===== src/rtl/river_pkg.sv =====
// rtl/river_pkg.sv - shared types, constants and row table lookup for the river controller
// Purpose: FSM state type, per-row configuration struct, base row tables and the
//          level-scaled configuration function used while loading rows.
// Ports:   none (package).
package river_pkg;

  localparam int          NUM_ROWS     = 4;
  localparam logic [2:0]  MAX_LEVEL    = 3'd7;
  localparam logic [10:0] RIVER_TOP    = 11'd64;
  localparam int          ROW_H_LOG2   = 5;
  localparam logic [10:0] RIVER_BOTTOM = RIVER_TOP + 11'd128;
  localparam int          SPEED_STEP   = 2;
  localparam int          GAP_STEP     = 8;
  localparam logic [7:0]  MIN_GAP      = 8'd16;
  localparam logic [2:0]  GRACE_FRAMES = 3'd4;

  typedef enum logic [1:0] {
    ST_LOAD  = 2'd0,
    ST_FLUSH = 2'd1,
    ST_RUN   = 2'd2
  } state_t;

  typedef struct packed {
    logic [2:0] num;
    logic [7:0] gap;
    logic [4:0] speed;
    logic       dir;
  } row_cfg_t;

  localparam logic [2:0] BASE_NUM   [NUM_ROWS] = '{3'd3, 3'd2, 3'd4, 3'd0};
  localparam logic [7:0] BASE_GAP   [NUM_ROWS] = '{8'd64, 8'd96, 8'd48, 8'd128};
  localparam logic [4:0] BASE_SPEED [NUM_ROWS] = '{5'd3, 5'd6, 5'd20, 5'd10};

  // Speed grows with level and clamps at 31; gap shrinks with level and floors
  // at MIN_GAP. The gap is worked in 9-bit signed so it can go negative before
  // the floor is applied instead of wrapping.
  function automatic row_cfg_t row_cfg(input logic [1:0] row, input logic [2:0] level);
    row_cfg_t          cfg;
    logic [5:0]        spd;
    logic signed [8:0] gap;
    spd = {1'b0, BASE_SPEED[row]} + 6'(level) * 6'(SPEED_STEP);
    gap = $signed({1'b0, BASE_GAP[row]}) - $signed(9'(level) * 9'(GAP_STEP));
    cfg.num   = BASE_NUM[row];
    cfg.dir   = ~row[0];
    cfg.speed = (spd > 6'd31) ? 5'd31 : spd[4:0];
    cfg.gap   = (gap < $signed({1'b0, MIN_GAP})) ? MIN_GAP : gap[7:0];
    return cfg;
  endfunction

endpackage


===== src/rtl/drown_judge.sv =====
// rtl/drown_judge.sv - frame-based drowning detector for the river rows
// Purpose: counts consecutive unsupported frames while the frog is in a river
//          row and pulses o_drown once when the grace count is reached.
// Ports:   i_clk, i_reset (sync, active-high), i_clear (restart), i_enable (RUN),
//          i_frame_tick, i_frog_y[10:0], i_lpad_collision[3:0] (already masked),
//          o_drown (1-cycle pulse, registered).
module drown_judge
  import river_pkg::*;
(
  input  logic                i_clk,
  input  logic                i_reset,
  input  logic                i_clear,
  input  logic                i_enable,
  input  logic                i_frame_tick,
  input  logic [10:0]         i_frog_y,
  input  logic [NUM_ROWS-1:0] i_lpad_collision,
  output logic                o_drown
);

  logic [2:0] r_miss_cnt;
  logic       r_drown;
  logic       w_in_river;
  logic [1:0] w_row;
  logic       w_miss;

  assign w_in_river = (i_frog_y >= RIVER_TOP) && (i_frog_y < RIVER_BOTTOM);
  assign w_row      = 2'((i_frog_y - RIVER_TOP) >> ROW_H_LOG2);
  assign w_miss     = w_in_river && !i_lpad_collision[w_row];

  always_ff @(posedge i_clk) begin
    if (i_reset || i_clear || !i_enable) begin
      r_miss_cnt <= 3'd0;
      r_drown    <= 1'b0;
    end else begin
      r_drown <= 1'b0;
      if (i_frame_tick) begin
        if (w_miss) begin
          // Saturating count: the pulse fires only on the step into GRACE_FRAMES.
          if (r_miss_cnt != GRACE_FRAMES) begin
            r_miss_cnt <= r_miss_cnt + 3'd1;
            if (r_miss_cnt == GRACE_FRAMES - 3'd1) begin
              r_drown <= 1'b1;
            end
          end
        end else begin
          r_miss_cnt <= 3'd0;
        end
      end
    end
  end

  assign o_drown = r_drown;

endmodule


===== src/rtl/river_controller.sv =====
// rtl/river_controller.sv - configures and sequences the four river lily-pad rows
// Purpose: holds level and per-row configuration, reloads rows on level change or
//          restart (LOAD -> FLUSH -> RUN), and reports frog drowning.
// Ports:   i_clk, i_reset (sync, active-high), i_frame_tick, i_level_up,
//          i_game_restart, i_frog_y[10:0], i_lpad_collision[3:0];
//          o_row_number_lpads, o_row_gap_size, o_row_speed, o_row_direction,
//          o_row_start_y, o_row_reset, o_level, o_cfg_busy, o_drown.
module river_controller
  import river_pkg::*;
(
  input  logic                           i_clk,
  input  logic                           i_reset,
  input  logic                           i_frame_tick,
  input  logic                           i_level_up,
  input  logic                           i_game_restart,
  input  logic [10:0]                    i_frog_y,
  input  logic [NUM_ROWS-1:0]            i_lpad_collision,
  output logic [NUM_ROWS-1:0][2:0]       o_row_number_lpads,
  output logic [NUM_ROWS-1:0][7:0]       o_row_gap_size,
  output logic [NUM_ROWS-1:0][4:0]       o_row_speed,
  output logic [NUM_ROWS-1:0]            o_row_direction,
  output logic [NUM_ROWS-1:0][10:0]      o_row_start_y,
  output logic                           o_row_reset,
  output logic [2:0]                     o_level,
  output logic                           o_cfg_busy,
  output logic                           o_drown
);

  state_t                     r_state;
  state_t                     w_next_state;
  logic [1:0]                 r_row_idx;
  logic [2:0]                 r_level;
  logic                       r_pending;
  logic [NUM_ROWS-1:0][2:0]   r_num;
  logic [NUM_ROWS-1:0][7:0]   r_gap;
  logic [NUM_ROWS-1:0][4:0]   r_speed;
  logic [NUM_ROWS-1:0]        r_dir;
  logic                       w_level_adv;
  row_cfg_t                   w_cfg;
  logic [NUM_ROWS-1:0]        w_coll;
  logic                       w_drown;

  assign w_cfg = row_cfg(r_row_idx, r_level);

  always_comb begin
    w_next_state = r_state;
    w_level_adv  = 1'b0;
    case (r_state)
      ST_LOAD:  if (r_row_idx == 2'd3) w_next_state = ST_FLUSH;
      ST_FLUSH: w_next_state = ST_RUN;
      ST_RUN: begin
        // A level-up requested while busy is honoured on arrival in RUN.
        if (i_level_up || r_pending) begin
          w_next_state = ST_LOAD;
          w_level_adv  = 1'b1;
        end
      end
      default:  w_next_state = ST_LOAD;
    endcase
    if (i_game_restart) begin
      w_next_state = ST_LOAD;
      w_level_adv  = 1'b0;
    end
  end

  always_ff @(posedge i_clk) begin
    if (i_reset) begin
      r_state   <= ST_LOAD;
      r_row_idx <= 2'd0;
      r_level   <= 3'd0;
      r_pending <= 1'b0;
      r_num     <= '0;
      r_gap     <= '0;
      r_speed   <= '0;
      r_dir     <= '0;
    end else begin
      r_state <= w_next_state;
      if (i_game_restart) begin
        r_level   <= 3'd0;
        r_row_idx <= 2'd0;
        r_pending <= 1'b0;
      end else begin
        if (r_state == ST_LOAD) begin
          r_num[r_row_idx]   <= w_cfg.num;
          r_gap[r_row_idx]   <= w_cfg.gap;
          r_speed[r_row_idx] <= w_cfg.speed;
          r_dir[r_row_idx]   <= w_cfg.dir;
          r_row_idx          <= r_row_idx + 2'd1;
        end
        if (w_level_adv) begin
          r_level   <= (r_level == MAX_LEVEL) ? r_level : r_level + 3'd1;
          r_pending <= 1'b0;
          r_row_idx <= 2'd0;
        end else if (i_level_up && (r_state != ST_RUN)) begin
          r_pending <= 1'b1;
        end
      end
    end
  end

  // Rows with no pads cannot support the frog, whatever their flag says.
  always_comb begin
    w_coll = '0;
    for (int i = 0; i < NUM_ROWS; i++) begin
      w_coll[i] = i_lpad_collision[i] & (r_num[i] != 3'd0);
    end
  end

  drown_judge u_drown_judge (
    .i_clk            (i_clk),
    .i_reset          (i_reset),
    .i_clear          (i_game_restart),
    .i_enable         (r_state == ST_RUN),
    .i_frame_tick     (i_frame_tick),
    .i_frog_y         (i_frog_y),
    .i_lpad_collision (w_coll),
    .o_drown          (w_drown)
  );

  always_comb begin
    o_row_start_y = '0;
    for (int i = 0; i < NUM_ROWS; i++) begin
      o_row_start_y[i] = RIVER_TOP + 11'(i << ROW_H_LOG2);
    end
  end

  assign o_row_number_lpads = r_num;
  assign o_row_gap_size     = r_gap;
  assign o_row_speed        = r_speed;
  assign o_row_direction    = r_dir;
  assign o_level            = r_level;
  assign o_cfg_busy         = (r_state != ST_RUN);
  assign o_row_reset        = (r_state != ST_RUN);
  assign o_drown            = w_drown;

endmodule


===== config.mk =====
export PLATFORM = sky130hd
export DESIGN_NAME = river_controller
export DESIGN_NICKNAME = d
export VERILOG_FILES = /design/src/rtl/river_pkg.sv /design/src/rtl/drown_judge.sv /design/src/rtl/river_controller.sv
export SDC_FILE = /design/constraint.sdc
export NUM_CORES = 1
export LEC_CHECK = 0
export ABC_AREA = 1
export CAP_MARGIN = 25
export CORE_MARGIN = 2
export CORE_UTILIZATION = 49
export CTS_BUF_LIST = sky130_fd_sc_hd__clkbuf_8
export DETAILED_ROUTE_END_ITERATION = 8
export GPL_TIMING_DRIVEN = 0
export PLACE_DENSITY = 0.85
export SYNTH_ARGS = -nofsm -noshare
export SYNTH_HDL_FRONTEND = slang
export SYNTH_SLANG_ARGS = --single-unit

===== constraint.sdc =====
create_clock -name i_clk -period 4.08 [get_ports i_clk]
set_input_delay 0.816 -clock i_clk [delete_from_list [all_inputs] [get_ports i_clk]]
set_output_delay 0.816 -clock i_clk [all_outputs]
set_load 0.005 [all_outputs]

==> results.py, run 1 <==
metrics = {
    "die": {
        "die_area_um2": 7910,
        "die_height_um": 89.0,
        "chipWidth_um": 89.0,
        "rows": 30,
        "io_pins": 138,
        "start_util_pct": 51.2,
        "core_um2": 6910,
    },
    "global_route": {
        "grt_pass1_wl_um": 13400,
        "grt-ovfl-total": 0,
        "grt_antenna_before_repair": 0,
        "grtUsageTotal_pct": 22.0,
        "grt_pass1_vias": 2923,
        "grt_max_degree": 14,
    },
    "final_layout": {
        "fillers": 543,
        "area_growth_pct": 36.3,
        "layout-drive-gt1-share_pct": 21.1,
        "multiInputGateArea_um2": 1660,
        "fin_nets": 605,
        "regArea_um2": 1360,
        "layoutNonFillerInstCount": 669,
        "diodes": 0,
    },
    "pwr": {
        "sw_frac_of_total_pct": 27.3,
        "p_total_uw": 1510,
        "ir_worst_vdd_mv": 0.206,
        "p_leak_uw": 0.00221,
        "p_sw_uw": 411,
        "seqPwrFrac_pct": 46.7,
        "p_int_uw": 1090,
        "power_density_nw_per_um2": 312,
        "p_clk_share_pct": 37.5,
        "comb_power_share_pct": 15.8,
    },
    "clocking": {
        "clockRootBuffer": "clkbuf_8",
        "cts_made_buffers": 9,
        "clk_latency_ns": 0.35,
        "cts_hold_buf": 0,
        "htreeDepth": 3,
        "cts_resized": 0,
        "clk_pin_slew_ns": 0.08,
        "cts_setup_buffers": 0,
        "ctsLongestPathBuffers": 2,
        "cts_tree": "yes",
        "cts_sinks": 68,
    },
    "sta": {
        "tns_ns": 0,
        "setup_viol": 0,
        "hold_viol_final": 0,
        "rsz0062_at_grt": "no",
        "drv_slew": 0,
        "max_freq_ghz": 0.382,
        "fin_crit_sh_pct": 64.2,
        "skew_ns": 0.0120,
        "fin_crit_ns": 2.62,
        "worst_slack_ns": 1.46,
    },
    "yosys": {
        "yosysSeqAreaShare_pct": 38.5,
        "ys.warnings.count": 0,
        "ys_ff_latch": 68,
        "syn_area_um2": 3540,
        "synth_area_leaders": "dfxtp_1 (38%), buf_4 (12%), a21oi_1 (6.8%)",
        "postSynthCellCount": 427,
        "synth_top_cell_by_area": "dfxtp_1",
        "synth_most_common_cell": "dfxtp_1",
        "avgSynthCellArea_um2": 8.28,
        "synth_commonest_cells": "dfxtp_1 (68), buf_4 (57), a21oi_1 (48)",
        "ys.flop_type": "dfxtp_1",
        "synth_top_area_share_pct": 38.5,
        "synth_edf_count": 0,
        "async_flop_share_pct": 0,
        "yosysUniqueCellTypes": 38,
    },
    "run": {
        "maxCapViolations": 0,
    },
    "placed_design": {
        "gp_congestion": 0.815,
        "portBuffers": 76,
        "post-place-ws_ns": 1.49,
        "placed_cells": 653,
        "dpl.hpwl_um": 6450,
    },
    "setup_path": {
        "worstSetupStartpointType": "flop",
        "crit_path_end_kind": "flop",
        "critPathLaunch": "r_row_idx[0]",
        "crit_type": "flop to flop",
        "r2r-start": "r_row_idx[0]",
        "crit_arrival_ns": 2.92,
        "critPathMaxFanout": 7,
        "critPathRequiredTime_ns": 4.38,
    },
    "routing": {
        "drtAntennaViolNets": 0,
        "first_pass_iters": 5,
        "drtIter0Drc": 171,
        "wl_per_cell_um": 12.9,
        "routed_wl_um": 8630,
        "drc": 0,
        "num_vias": 3172,
        "viasPerCell": 4.74,
    },
    "hold_path": {
        "hold_start": "o_row_speed[0]",
        "hold_class": "flop to flop",
    },
    "outcome": {
        "status": "completed",
    },
}
routing by layer:
layer | up-vias | GRT usage [%] | wire length [um]
met5 | - | 0 | 0
met4 | 0 | 7.46 | 83
met3 | 10 | 4.52 | 764
met2 | 160 | 37.4 | 4110
met1 | 1436 | 27.9 | 3680
li1 | 1566 | - | -
cell families after synthesis:
| group | after synthesis | share of synthesized area, % |
|---|---|---|
| compound gates | 115 | 17.9 |
| xor+xnor | 5 | 1.77 |
| fa+ha+maj | 17 | 6.44 |
| buf+inv | 117 | 20.2 |
| flops | 68 | 38.5 |
| other cells | 2 | 0.212 |
| simple gates | 103 | 15.0 |
worst max-delay path, cell delays in order, from the launching register on:
cell and delay [ns]:
dfxtp_1 0.51, inv_1 0.16, ha_1 0.31, inv_2 0.20, ha_1 0.20, inv_1 0.05, fa_1 0.35, inv_1 0.07
nand2_1 0.07, nand2_1 0.07, nor2_1 0.04, a21oi_1 0.21, inv_2 0.09, nand2_1 0.06, o211ai_1 0.10, inv_2 0.07
through the flow:
step / area (um^2) / util, % / hold slack (ns)
after floorplan: 3740 / - / 0.461
after global placement: 4620 / 66.9 / 0.453
after detailed placement: 4620 / 66.9 / 0.458
after CTS: 4820 / 69.8 / 0.476
after global routing: 4820 / 69.8 / 0.493
final: 4820 / 69.8 / 0.473
layout by cell type, fill, tap and decap left out, types with 13 or more instances in the layout:
master           instances
o21ai_1                 28
ha_1                    15
inv_1                   36
nand2_1                 40
a21oi_1                 48
clkdlybuf4s50_1         76
o21ai_0                 21
nand3_1                 13
nor2_1                  25
dfxtp_1                 68
buf_4                   57
conb_1                  56
final cells by class:
class / count / share of cell area, %
buffer: 70 / 11.0
sequential: 68 / 28.2
clock buffer: 9 / 2.57
clock inverter: 7 / 1.56
multi-input combinational: 296 / 34.5
tap: 96 / 2.49
inverter: 47 / 3.82
timing repair buffer: 76 / 15.8
power by group through the flow:
stage,registers [uW],clock network (uW),logic [uW]
after floorplan,717,0,148
after global placement,718,0,227
after detailed placement,718,0,233
after CTS,703,565,235
after global routing,706,594,263
final,704,564,238
sequential cells by signal, indices dropped and copies added, names as in the netlist:
name	cells
o_row_gap_size	20
o_row_number_lpads	12
o_level	3
r_pending	1
o_row_speed	20
o_row_direction	4
u_drown_judge.r_miss_cnt	3
r_state	2
u_drown_judge.o_drown	1
r_row_idx	2
path summary, 6_finish.rpt:
check	slack, ns	depth (start not counted)	endpoint
worst max-delay path	1.46	15	o_row_speed[14]
worst min-delay path	0.47	1	o_row_speed[0]
worst max register to register	1.46	15	o_row_speed[14]
worst min register to register	0.47	1	o_row_speed[0]
Note: power is estimated with default switching activity, not from simulation.
==> run 2, diff against run 1 <==
- CORE_UTILIZATION: 49 -> 45
- PLACE_DENSITY: 0.85 -> 0.79
- clock period: 4.08 -> 2.48 ns (I/O delays scaled with it)
==> run 2 against run 1 <==
Compared with the run above: combinational power grew 67%; sequential cell count is the same; cell count grew 0.90%; largest power group unchanged.
==> results.py, run 2 (synthesis results as in run 1) <==
metrics = {
    "clocking": {
        "clk_latency_ns": 0.35,
        "cts_made_buffers": 9,
        "cts_sinks": 68,
        "clockRootBuffer": "clkbuf_8",
        "clk_pin_slew_ns": 0.07,
        "ctsLongestPathBuffers": 2,
        "cts_tree": "yes",
        "htreeDepth": 3,
    },
    "sta": {
        "slew_headroom_pct": 65.6,
        "drv_slew": 0,
        "max_freq_ghz": 0.425,
        "tns_ns": 0,
        "fin_crit_sh_pct": 94.8,
        "worst_pin_slew_ns": 0.516,
        "rsz0062_at_grt": "no",
        "fin_crit_ns": 2.35,
        "setup_viol": 0,
        "skew_ns": 0.00621,
        "hold_viol_final": 0,
    },
    "setup_path": {
        "critPathRequiredTime_ns": 2.76,
        "worstSetupStartpointType": "flop",
        "crit_path_end_kind": "flop",
        "regToRegSetupSlack_ns": 0.13,
        "critPathMaxStageDelay_ns": 0.43,
        "crit_type": "flop to flop",
        "crit_arrival_ns": 2.63,
        "critical_path_buf_inv_count": 2,
        "cpMaxStageDelayCell": "fa_1",
        "crit_family": "adder cells",
        "critPathMaxFanout": 7,
        "cp_cell_sequence": "inv_1, ha_4, inv_6, fa_1, xnor2_1, nand2b_1, nor2_2, nand2_2, nand3_2, a21oi_2",
    },
    "routing": {
        "drtIter0Drc": 192,
        "drc": 0,
        "first_pass_iters": 4,
        "routed_wl_um": 8810,
        "drtAntennaViolNets": 0,
        "num_vias": 3132,
        "viasPerCell": 4.64,
        "wl_per_cell_um": 13.0,
    },
    "placed_design": {
        "portBuffers": 76,
        "gp_congestion": 0.847,
        "dpl.hpwl_um": 6490,
        "place_area_um2": 4630,
    },
    "final_layout": {
        "final_cell_area_um2": 4890,
        "final_common_cell": "clkdlybuf4s50_1",
        "layout-drive-gt1-share_pct": 22.2,
        "fin_nets": 605,
        "area_growth_pct": 38.2,
        "final_cell_mix": "clkdlybuf4s50_1 (76), dfxtp_1 (66), buf_4 (57), conb_1 (56), a21oi_1 (47)",
        "fillers": 664,
        "diodes": 0,
    },
    "pwr": {
        "ir_worst_vdd_mv": 0.500,
        "sw_frac_of_total_pct": 25.7,
        "p_leak_uw": 0.00223,
        "power_density_nw_per_um2": 524,
        "seqPwrFrac_pct": 45.1,
        "p_sw_uw": 659,
        "p_int_uw": 1900,
        "p_clk_share_pct": 39.4,
        "comb_power_share_pct": 15.5,
    },
    "die": {
        "rows": 32,
        "die_area_um2": 8590,
        "start_util_pct": 46.0,
        "core_um2": 7690,
        "die_height_um": 92.7,
        "chipWidth_um": 92.7,
        "io_pins": 138,
    },
    "global_route": {
        "grt_pass1_wl_um": 14000,
        "grt-ovfl-total": 0,
        "grt_max_degree": 14,
        "grtUsageTotal_pct": 20.7,
        "grt_antenna_before_repair": 0,
        "grt_pass1_vias": 2966,
    },
    "run": {
        "maxCapViolations": 0,
    },
    "hold_path": {
        "hold_class": "flop to flop",
    },
    "outcome": {
        "status": "completed",
    },
}
-- run 2: changes by cell type in the layout (fill, tap and decap cells not counted), moves of 2 or more --
cell        change
clkinv_4        +2
clkinvlp_4      -2
dfxtp_1         -2
dfxtp_4         +2
-- run 2: final cells by class --
class / count / area [um^2] / area share [%]
multi-input cells: 296 / 1690 / 34.5
flip-flops and latches: 68 / 1370 / 28.0
repair buffers: 76 / 761 / 15.6
plain buffers: 70 / 532 / 10.9
inverters: 47 / 189 / 3.86
well taps: 102 / 128 / 2.61
clock buffers: 9 / 124 / 2.53
clock inverters: 7 / 98.8 / 2.02
-- run 2: power groups by stage --
stage	sequential (uW)	combinational, uW	clock, uW
after floorplan	1180	243	0
after global placement	1180	376	0
after detailed placement	1180	383	0
after CTS	1160	387	1030
after global routing	1160	434	1070
final	1160	397	1010
-- run 2: final timing paths --
check / endpoint / cells past startpoint / startpoint
hold reg to reg: o_row_speed[0] / 1 / o_row_speed[0]
hold / removal: o_row_speed[0] / 1 / o_row_speed[0]
setup reg to reg: o_row_gap_size[5] / 10 / r_row_idx[0]
setup / recovery: o_row_gap_size[5] / 10 / r_row_idx[0]
-- run 2: what timing repair did --
item / CTS / global route
setup buffers: 0 / 0
endpoints found under the setup margin: 24 / 35
hold buffers: 0 / 0
resized for setup: 3 / 8
pin swaps: 0 / 0
gates cloned: 0 / 0
-- run 2: metrics by stage --
step           util (%)  power, uW  std cells  hold WS, ns  setup slack, ns
5_1_grt            63.6       2670        675        0.500           0.0131
3_3_place_gp       60.2       1560        659        0.452          -0.0988
6_report           63.6       2560        675        0.475            0.129
4_1_cts            63.2       2570        675        0.480           0.0423
3_5_place_dp       60.2       1560        659        0.466           -0.184
2_1_floorplan         -       1420        481        0.461            0.277
-- run 2: routing by layer --
layer | GRT usage, % | routed length (um)
met1 | 25.7 | 3720
met2 | 33.8 | 4130
met3 | 5.78 | 742
met4 | 8.82 | 218
met5 | 0 | 0
-- run 2: worst register-to-register path, stage by stage, from the launching register on --
cell      delay [ns]
dfxtp_4         0.38
inv_1           0.18
ha_4            0.23
inv_6           0.07
fa_1            0.44
xnor2_1         0.27
nand2b_1        0.22
nor2_2          0.07
nand2_2         0.11
nand3_2         0.17
a21oi_2         0.16
==> run 3, diff against run 2 <==
- CORE_UTILIZATION: 45 -> 30
- PLACE_DENSITY: 0.79 -> 0.56
==> run 3 against run 2 <==
Compared with the run above: design area up 0.38%; setup slack improved by 0.010 ns; power decreased by 2.3%; largest cell class unchanged.
==> results.py, run 3 (synthesis results as in run 1) <==
metrics = {
    "global_route": {
        "grt-ovfl-total": 0,
        "grt_antenna_before_repair": 0,
        "grt_pass1_vias": 2887,
        "grt_pass1_wl_um": 14300,
        "grt_max_degree": 15,
        "grtUsageTotal_pct": 14.2,
    },
    "die": {
        "chipWidth_um": 113,
        "start_util_pct": 30.8,
        "io_pins": 138,
        "rows": 39,
        "core_um2": 11500,
        "die_height_um": 113,
        "die_area_um2": 12700,
    },
    "final_layout": {
        "final_cell_area_um2": 4910,
        "final_cell_mix": "clkdlybuf4s50_1 (76), dfxtp_1 (66), buf_4 (57), conb_1 (56), a21oi_1 (46)",
        "final_common_cell": "clkdlybuf4s50_1",
        "layout-drive-gt1-share_pct": 22.2,
        "fin_nets": 605,
        "area_growth_pct": 38.8,
        "diodes": 0,
    },
    "clocking": {
        "ctsLongestPathBuffers": 2,
        "clk_latency_ns": 0.35,
        "cts_tree": "yes",
        "cts_hold_buf": 0,
        "cts_sinks": 68,
        "clockRootBuffer": "clkbuf_8",
        "htreeDepth": 3,
        "clk_pin_slew_ns": 0.08,
        "cts_made_buffers": 9,
    },
    "sta": {
        "worst_pin_slew_ns": 0.500,
        "hold_viol_final": 0,
        "drv_slew": 0,
        "slew_headroom_pct": 66.6,
        "fin_crit_ns": 2.34,
        "skew_ns": 0.00924,
        "rsz0062_at_grt": "no",
        "worst_slack_ns": 0.139,
        "max_freq_ghz": 0.427,
        "setup_viol": 0,
        "fin_crit_sh_pct": 94.4,
    },
    "setup_path": {
        "ff2ff_path_depth": 10,
        "critPathMaxFanout": 7,
        "crit_arrival_ns": 2.64,
        "crit_type": "flop to flop",
        "worstSetupStartpointType": "flop",
        "crit_path_end_kind": "flop",
        "critPathRequiredTime_ns": 2.78,
    },
    "routing": {
        "drtIter0Drc": 86,
        "drc": 0,
        "first_pass_iters": 4,
        "wl_per_cell_um": 12.5,
        "num_vias": 3016,
        "routed_wl_um": 8970,
        "drtAntennaViolNets": 0,
        "viasPerCell": 4.21,
    },
    "pwr": {
        "p_sw_uw": 696,
        "ir_worst_vdd_mv": 0.269,
        "power_density_nw_per_um2": 510,
        "seqPwrFrac_pct": 46.2,
        "comb_power_share_pct": 15.6,
        "p_clk_share_pct": 38.2,
        "p_leak_uw": 0.00221,
        "p_total_uw": 2500,
        "sw_frac_of_total_pct": 27.8,
        "p_int_uw": 1810,
    },
    "placed_design": {
        "post-place-ws_ns": -0.202,
        "place_area_um2": 4680,
        "portBuffers": 76,
        "gp_congestion": 0.815,
        "dpl.hpwl_um": 6760,
    },
    "outcome": {
        "status": "completed",
    },
    "hold_path": {
        "min_path_cells": 1,
        "hold_class": "flop to flop",
    },
    "run": {
        "maxCapViolations": 0,
    },
}
==> run 3: changes by cell type in the layout (fill, tap and decap cells not counted) <==
cell | previous run | this run
a21oi_2 | 10 | 11
xor2_2 | 1 | 0
ha_2 | 0 | 1
clkinvlp_4 | 1 | 2
clkinv_4 | 2 | 0
ha_4 | 1 | 0
a21oi_1 | 47 | 46
bufinv_16 | 2 | 1
inv_6 | 3 | 6
xor2_1 | 2 | 3
clkinv_2 | 1 | 0
==> run 3: per-stage QoR <==
step                cells  hold WS [ns]  utilization, %  setup TNS, ns
global route          716         0.519            42.8              0
finish                716         0.477            42.8              0
floorplan             481         0.461               -              0
detailed placement    700         0.466            40.8          -2.36
CTS                   716         0.487            42.6              0
global placement      700         0.459            40.8          -1.50
==> run 3: critical path: stages (launching register included) <==
cell and delay [ns]:
dfxtp_4 0.39, inv_1 0.14, ha_2 0.30, inv_6 0.08, fa_1 0.43, xnor2_1 0.25
nand2b_1 0.20, nor2_2 0.06, nand2_2 0.10, nand3_2 0.17, a21oi_2 0.16
==> run 3: power groups by stage <==
stage	Combinational [uW]	Sequential (uW)	Clock, uW
after CTS	389	1160	975
after floorplan	243	1180	0
after global placement	383	1180	0
final	392	1160	957
after detailed placement	386	1180	0
after global routing	434	1160	1020
==> run 3: what timing repair did <==
item,in CTS,in global routing
hold endpoints to repair,0,0
setup buffers,0,0
resized for setup,3,7
pin swaps,0,0
setup endpoints to repair,35,35
gates cloned,0,0
==> run 3: layer usage <==
metal	global-route usage (%)	part of all wire [%]	vias up	wire length (um)
met5	0	0	-	0
met4	4.63	1.4	0	124
met3	4.05	8.4	12	753
met2	22.6	45	114	4060
met1	18.5	45	1332	4040
li1	-	-	1558	-
==> run 3: area by class of cell <==
cell class,count,area [um^2]
plain buffers,70,532
clock buffers,9,124
clock inverters,7,80.1
fillers,1141,6560
inverters,47,189
multi-input cells,296,1680
flip-flops and latches,68,1370
well taps,143,179
repair buffers,76,761
==> run 3: worst paths after layout <==
check / slack (ns) / from / to
max: 0.14 / r_row_idx[0] / o_row_gap_size[21]
min: 0.48 / o_row_speed[0] / o_row_speed[0]
max reg2reg: 0.14 / r_row_idx[0] / o_row_gap_size[21]
min reg2reg: 0.48 / o_row_speed[0] / o_row_speed[0]
